### config.mk
export PLATFORM = sky130hd
export DESIGN_NAME = apb_memif_demux
export DESIGN_NICKNAME = d
export VERILOG_FILES = /design/src/rtl/apb_memif_demux.sv
export SDC_FILE = /design/constraint.sdc
export NUM_CORES = 1
export LEC_CHECK = 0
export ABC_AREA = 1
export CELL_PAD_IN_SITES_DETAIL_PLACEMENT = 0
export CELL_PAD_IN_SITES_GLOBAL_PLACEMENT = 1
export CORE_UTILIZATION = 25
export CTS_BUF_LIST = sky130_fd_sc_hd__clkbuf_8
export CTS_CLUSTER_DIAMETER = 30
export DETAILED_ROUTE_END_ITERATION = 8
export PLACE_DENSITY_LB_ADDON = 0.1
export SYNTH_ARGS = -nofsm -noshare
export SYNTH_HDL_FRONTEND = slang
export SYNTH_SLANG_ARGS = --single-unit
### constraint.sdc
create_clock -name clk_i -period 4.2 [get_ports clk_i]
set_input_delay 0.84 -clock clk_i [delete_from_list [all_inputs] [get_ports clk_i]]
set_output_delay 0.84 -clock clk_i [all_outputs]
set_load 0.01 [all_outputs]
### src/rtl/apb_memif_demux.sv
// APB slave that routes each transfer to one of NUM_SLV memory channels by address region,
// with a decode error for unmapped addresses, a wait-state timeout, and registered APB responses.
module apb_memif_demux #(
  parameter int                    ADDR_WIDTH     = 32,
  parameter int                    DATA_WIDTH     = 32,
  parameter int                    NUM_SLV        = 4,
  parameter int                    SLV_ADDR_WIDTH = 12,
  parameter logic [ADDR_WIDTH-1:0] BASE_ADDR      = '0,
  parameter int                    TIMEOUT        = 16
) (
  input  logic                          clk_i,
  input  logic                          arst_ni,
  input  logic                          psel_i,
  input  logic                          penable_i,
  input  logic [ADDR_WIDTH-1:0]         paddr_i,
  input  logic                          pwrite_i,
  input  logic [DATA_WIDTH-1:0]         pwdata_i,
  input  logic [DATA_WIDTH/8-1:0]       pstrb_i,
  output logic                          pready_o,
  output logic [DATA_WIDTH-1:0]         prdata_o,
  output logic                          pslverr_o,
  output logic [NUM_SLV-1:0]            mreq_o,
  output logic [SLV_ADDR_WIDTH-1:0]     maddr_o,
  output logic                          mwe_o,
  output logic [DATA_WIDTH-1:0]         mwdata_o,
  output logic [DATA_WIDTH/8-1:0]       mstrb_o,
  input  logic [NUM_SLV-1:0]            mack_i,
  input  logic [NUM_SLV*DATA_WIDTH-1:0] mrdata_i,
  input  logic [NUM_SLV-1:0]            mresp_i
);

  localparam int IDX_W = (NUM_SLV > 1) ? $clog2(NUM_SLV) : 1;
  localparam int CNT_W = (TIMEOUT > 0) ? $clog2(TIMEOUT + 1) : 1;
  localparam logic [CNT_W-1:0] CNT_MAX  = CNT_W'((TIMEOUT > 0) ? TIMEOUT : 1);
  localparam logic [CNT_W-1:0] CNT_LAST = CNT_W'((TIMEOUT > 0) ? TIMEOUT - 1 : 0);

  typedef enum logic [1:0] {
    S_IDLE = 2'd0,
    S_WAIT = 2'd1,
    S_RESP = 2'd2
  } state_e;

  state_e                  state_q, state_d;
  logic [CNT_W-1:0]        cnt_q, cnt_d;
  logic [IDX_W-1:0]        sel_q, sel_d;
  logic                    we_q, we_d;
  logic                    pready_q, pready_d;
  logic [DATA_WIDTH-1:0]   prdata_q, prdata_d;
  logic                    pslverr_q, pslverr_d;

  logic [ADDR_WIDTH-1:0]   off;
  logic [ADDR_WIDTH-1:0]   region;
  logic                    mapped;
  logic [IDX_W-1:0]        idx;
  logic                    access;
  logic [DATA_WIDTH-1:0]   idx_rdata;
  logic [DATA_WIDTH-1:0]   sel_rdata;

  assign off       = paddr_i - BASE_ADDR;
  assign region    = off >> SLV_ADDR_WIDTH;
  assign mapped    = (paddr_i >= BASE_ADDR) && (region < ADDR_WIDTH'(NUM_SLV));
  assign idx       = region[IDX_W-1:0];
  assign access    = psel_i & penable_i;
  assign idx_rdata = mrdata_i[int'(idx)*DATA_WIDTH +: DATA_WIDTH];
  assign sel_rdata = mrdata_i[int'(sel_q)*DATA_WIDTH +: DATA_WIDTH];

  assign maddr_o   = paddr_i[SLV_ADDR_WIDTH-1:0];
  assign mwe_o     = pwrite_i;
  assign mwdata_o  = pwdata_i;
  assign mstrb_o   = pstrb_i;

  assign pready_o  = pready_q;
  assign prdata_o  = prdata_q;
  assign pslverr_o = pslverr_q;

  // Response flops are loaded on the transition into RESP, so they are high exactly while in RESP.
  always_comb begin
    state_d   = state_q;
    cnt_d     = cnt_q;
    sel_d     = sel_q;
    we_d      = we_q;
    pready_d  = 1'b0;
    prdata_d  = '0;
    pslverr_d = 1'b0;
    mreq_o    = '0;
    case (state_q)
      S_IDLE: begin
        if (access) begin
          we_d = pwrite_i;
          if (!mapped) begin
            state_d   = S_RESP;
            pready_d  = 1'b1;
            pslverr_d = 1'b1;
          end else begin
            mreq_o = NUM_SLV'(1) << idx;
            sel_d  = idx;
            cnt_d  = '0;
            if (mack_i[idx]) begin
              state_d   = S_RESP;
              pready_d  = 1'b1;
              prdata_d  = pwrite_i ? '0 : idx_rdata;
              pslverr_d = mresp_i[idx];
            end else begin
              state_d = S_WAIT;
            end
          end
        end
      end
      S_WAIT: begin
        if (mack_i[sel_q]) begin
          state_d   = S_RESP;
          pready_d  = 1'b1;
          prdata_d  = we_q ? '0 : sel_rdata;
          pslverr_d = mresp_i[sel_q];
        end else if ((TIMEOUT != 0) && (cnt_q == CNT_LAST)) begin
          // cnt_q counts WAIT cycles from zero, so this is the last cycle an ack may arrive in
          state_d   = S_RESP;
          pready_d  = 1'b1;
          pslverr_d = 1'b1;
        end else if (cnt_q != CNT_MAX) begin
          cnt_d = cnt_q + 1'b1;
        end
      end
      S_RESP: begin
        state_d = S_IDLE;
      end
      default: begin
        state_d = S_IDLE;
      end
    endcase
  end

  always_ff @(posedge clk_i or negedge arst_ni) begin
    if (!arst_ni) begin
      state_q   <= S_IDLE;
      cnt_q     <= '0;
      sel_q     <= '0;
      we_q      <= 1'b0;
      pready_q  <= 1'b0;
      prdata_q  <= '0;
      pslverr_q <= 1'b0;
    end else begin
      state_q   <= state_d;
      cnt_q     <= cnt_d;
      sel_q     <= sel_d;
      we_q      <= we_d;
      pready_q  <= pready_d;
      prdata_q  <= prdata_d;
      pslverr_q <= pslverr_d;
    end
  end

endmodule

==> results.cfg <==
[critical_path]
cp_max_fo = 4
crit_chain = clkdlybuf4s50_1, nor2_1, nand2_1, nor2_1, nand3_1, nor2_1, nand2_1, nor2_1, clkdlybuf4s50_1
regToRegEndpoint = prdata_o[7]$_DFF_PN0_
r2r-start = sel_q[1]$_DFFE_PN0P_
critPathMaxStageDelay_ns = 0.55
crit_start = paddr_i[19]
critPathRequiredTime_ns = 3.36
path_common_cell = nor2_1
rrSetupSlack_ns = 1.95
start_kind = primary input
ff2ff_path_depth = 6
arrival_ns = 2.78
endpoint = mreq_o[1]
criticalPathCategory = primary input to output pin
end_kind = output pin
critPathSlowestCell = clkdlybuf4s50_1

[route]
vias = 5115
drtIter0Drc = 386
detail_route.vias_per_cell = 5.18
wl_um = 19100
drc_errors = 0
detail_route.wl_per_cell_um = 19.4
drtPass1Iterations = 5
drtAntennaViolNets = 0

[synthesis]
synth_ff_type = dfrtp_1
ys_seq_elements = 44
netlist_instances = 649
synth_cell_types = 28
yosysSeqAreaShare_pct = 26.4
yosys-top-cells-count = nand2_1 (137), nand3_1 (97), nor2_1 (94), o21ai_0 (68), buf_4 (49)
synth_area_mm2 = 0.00418
synth.largest_area_cell = dfrtp_1
synth_area_leaders = dfrtp_1 (26%), nand2_1 (12%), nand3_1 (12%)
ys_async_sr_fraction_pct = 100
avgSynthCellArea_um2 = 6.44
synth_most_common_cell = nand2_1
synth_warnings = 0
synth_edf_count = 0
yosysTopAreaCellShare_pct = 26.4
synth_fp_nets = 861

[sta]
tightest_slew_ns = 0.999
final-hold-violation-count = 0
setup_viol = 0
period_needed_ns = 3.62
finalCritPeriodShare_pct = 86.2
relSlewSlack_pct = 33.3
fin_skew_ns = 0.0129
rsz0062_at_grt = no
fmax_mhz = 276
slew_viol_final = 0
setup_tns_ns = 0
setup_ws_ns = 0.579

[clock_network]
postCtsHoldBufs = 0
clock_tree.root_cell = clkbuf_8
post-cts-setup-buffer-count = 0
cts_tree = built
clock_sinks = 44
clk_pin_slew_worst_paths_ns = 0.09
cts_resized = 0
worstSkewPairLatency_ns = 0.34
htree_levels = 2
cts_made_buffers = 5
cts_buffer_depth = 2

[floorplan]
die_w_um = 131
core_area_mm2 = 0.0161
die_h_um = 131
ioPinCount = 296
start_util_pct = 25.9
dieArea_mm2 = 0.0172
rows = 46

[final_layout]
fin_nets = 983
regArea_mm2 = 0.00110
layout-drive-gt1-share_pct = 5.57
fin_util_pct = 37.6
antenna_cells = 0
multi_input_area_mm2 = 0.00243
area_delta_synth_final_pct = 45.0
fillCellCount = 1659

[global_routing]
grt_use_total_pct = 21.8
grt_pass1_wl_um = 29000
grt_max_degree = 68
antenna_found_initial = 0
overflow = 0
grt_pass1_vias = 5150

[placed_design]
dpl.hpwl_um = 12500
finalWeightedCongestion = 0.796
portBuffers = 199
dp_slack_ns = 0.558

[power_and_ir_drop]
p_leak_nw = 2.51
total_power_w = 0.00110
cellPowerDensity_mw_per_mm2 = 182
peakVddDrop_uv = 104

[hold_path]
hp-class = register to register

[job]
drv_cap = 0

[outcome]
status = finished, final reports clean
[flip-flops by register name (all words and copies together) (netlist names)]
register / flops
we_q: 1
pready_o: 1
sel_q: 2
state_q: 2
cnt_q: 5
pslverr_o: 1
prdata_o: 32
[final cells by class]
type                       count  share of cell area, %
tap                          216                   4.46
inverter                      16                  0.992
sequential                    44                   18.2
clock buffer                   5                   1.14
multi-input combinational    493                   40.1
clock inverter                 3                  0.640
timing repair buffer         211                   34.5
[critical path, delay by kind of cell]
family	cells	cell delay [ns]
simple gates	7	0.99
buf+inv	2	0.94
[where the power goes]
part	total, W	leakage, nW	internal (W)	switching [W]
sequential	0.000429	0.599	0.000426	0.00000247
clock	0.000354	0.0593	0.000175	0.000179
combinational	0.000322	1.85	0.000182	0.000141
[worst min path at each step]
stage	from	endpoint	slack, ns	depth (start not counted)
2_1_floorplan	cnt_q[4]$_DFFE_PN0P_	cnt_q[4]$_DFFE_PN0P_	0.46	2
3_3_place_gp	cnt_q[4]$_DFFE_PN0P_	cnt_q[4]$_DFFE_PN0P_	0.50	2
3_5_place_dp	cnt_q[4]$_DFFE_PN0P_	cnt_q[4]$_DFFE_PN0P_	0.49	2
4_1_cts	cnt_q[4]$_DFFE_PN0P_	cnt_q[4]$_DFFE_PN0P_	0.52	2
5_1_grt	cnt_q[4]$_DFFE_PN0P_	cnt_q[4]$_DFFE_PN0P_	0.54	2
6_report	cnt_q[4]$_DFFE_PN0P_	cnt_q[4]$_DFFE_PN0P_	0.52	2
[stage by stage]
stage	hold slack [ns]	cells	instance area [um^2]
after detailed placement	0.494	980	5950
after global routing	0.542	988	6060
after global placement	0.500	980	5950
after floorplan	0.464	649	4180
final	0.525	988	6060
after CTS	0.519	988	6060
[cells by family after synthesis]
kind of cell / count (synthesis) / share of synthesized area [%]
buffers and inverters: 112 / 15.8
XOR/XNOR: 1 / 0.210
flip-flops: 44 / 26.4
AO/OA/AOI/OAI: 138 / 19.6
adder cells (fa/ha/maj): 3 / 0.899
AND/OR/NAND/NOR: 351 / 37.1
[routing by layer]
metal | part of all wire, % | vias to the layer above | routed length [um] | global-route usage, %
met1 | 41 | 2367 | 7930 | 26.4
met2 | 48 | 302 | 9250 | 37.0
met3 | 8.1 | 37 | 1550 | 5.17
li1 | - | 2409 | - | -
met4 | 2.1 | 0 | 394 | 8.79
met5 | 0 | - | 0 | 0
[cell usage in the layout, fill, tap and decap left out]
| master | instances |
|---|---|
| o21ai_0 | 68 |
| nand2_1 | 137 |
| dfrtp_2 | 1 |
| nor2_4 | 4 |
| bufinv_16 | 1 |
| a22oi_1 | 33 |
| nor4_1 | 1 |
| o221ai_1 | 1 |
| nand4_1 | 2 |
| clkbuf_8 | 5 |
| dfrtp_1 | 43 |
| inv_2 | 4 |
| and2_2 | 2 |
| clkinv_2 | 1 |
| nor2_2 | 1 |
| nor3b_1 | 1 |
| inv_1 | 12 |
| nand4_2 | 1 |
| buf_2 | 1 |
| nor2_1 | 94 |
| clkinv_1 | 1 |
| a21oi_1 | 3 |
| and2_1 | 1 |
| nand3_2 | 10 |
| buf_12 | 1 |
| xor2_1 | 1 |
| ha_1 | 3 |
| nand3_1 | 97 |
| clkdlybuf4s50_1 | 198 |
| buf_4 | 11 |
| o22ai_1 | 32 |
| o21ai_1 | 1 |
Note: power is estimated with default switching activity, not from simulation.
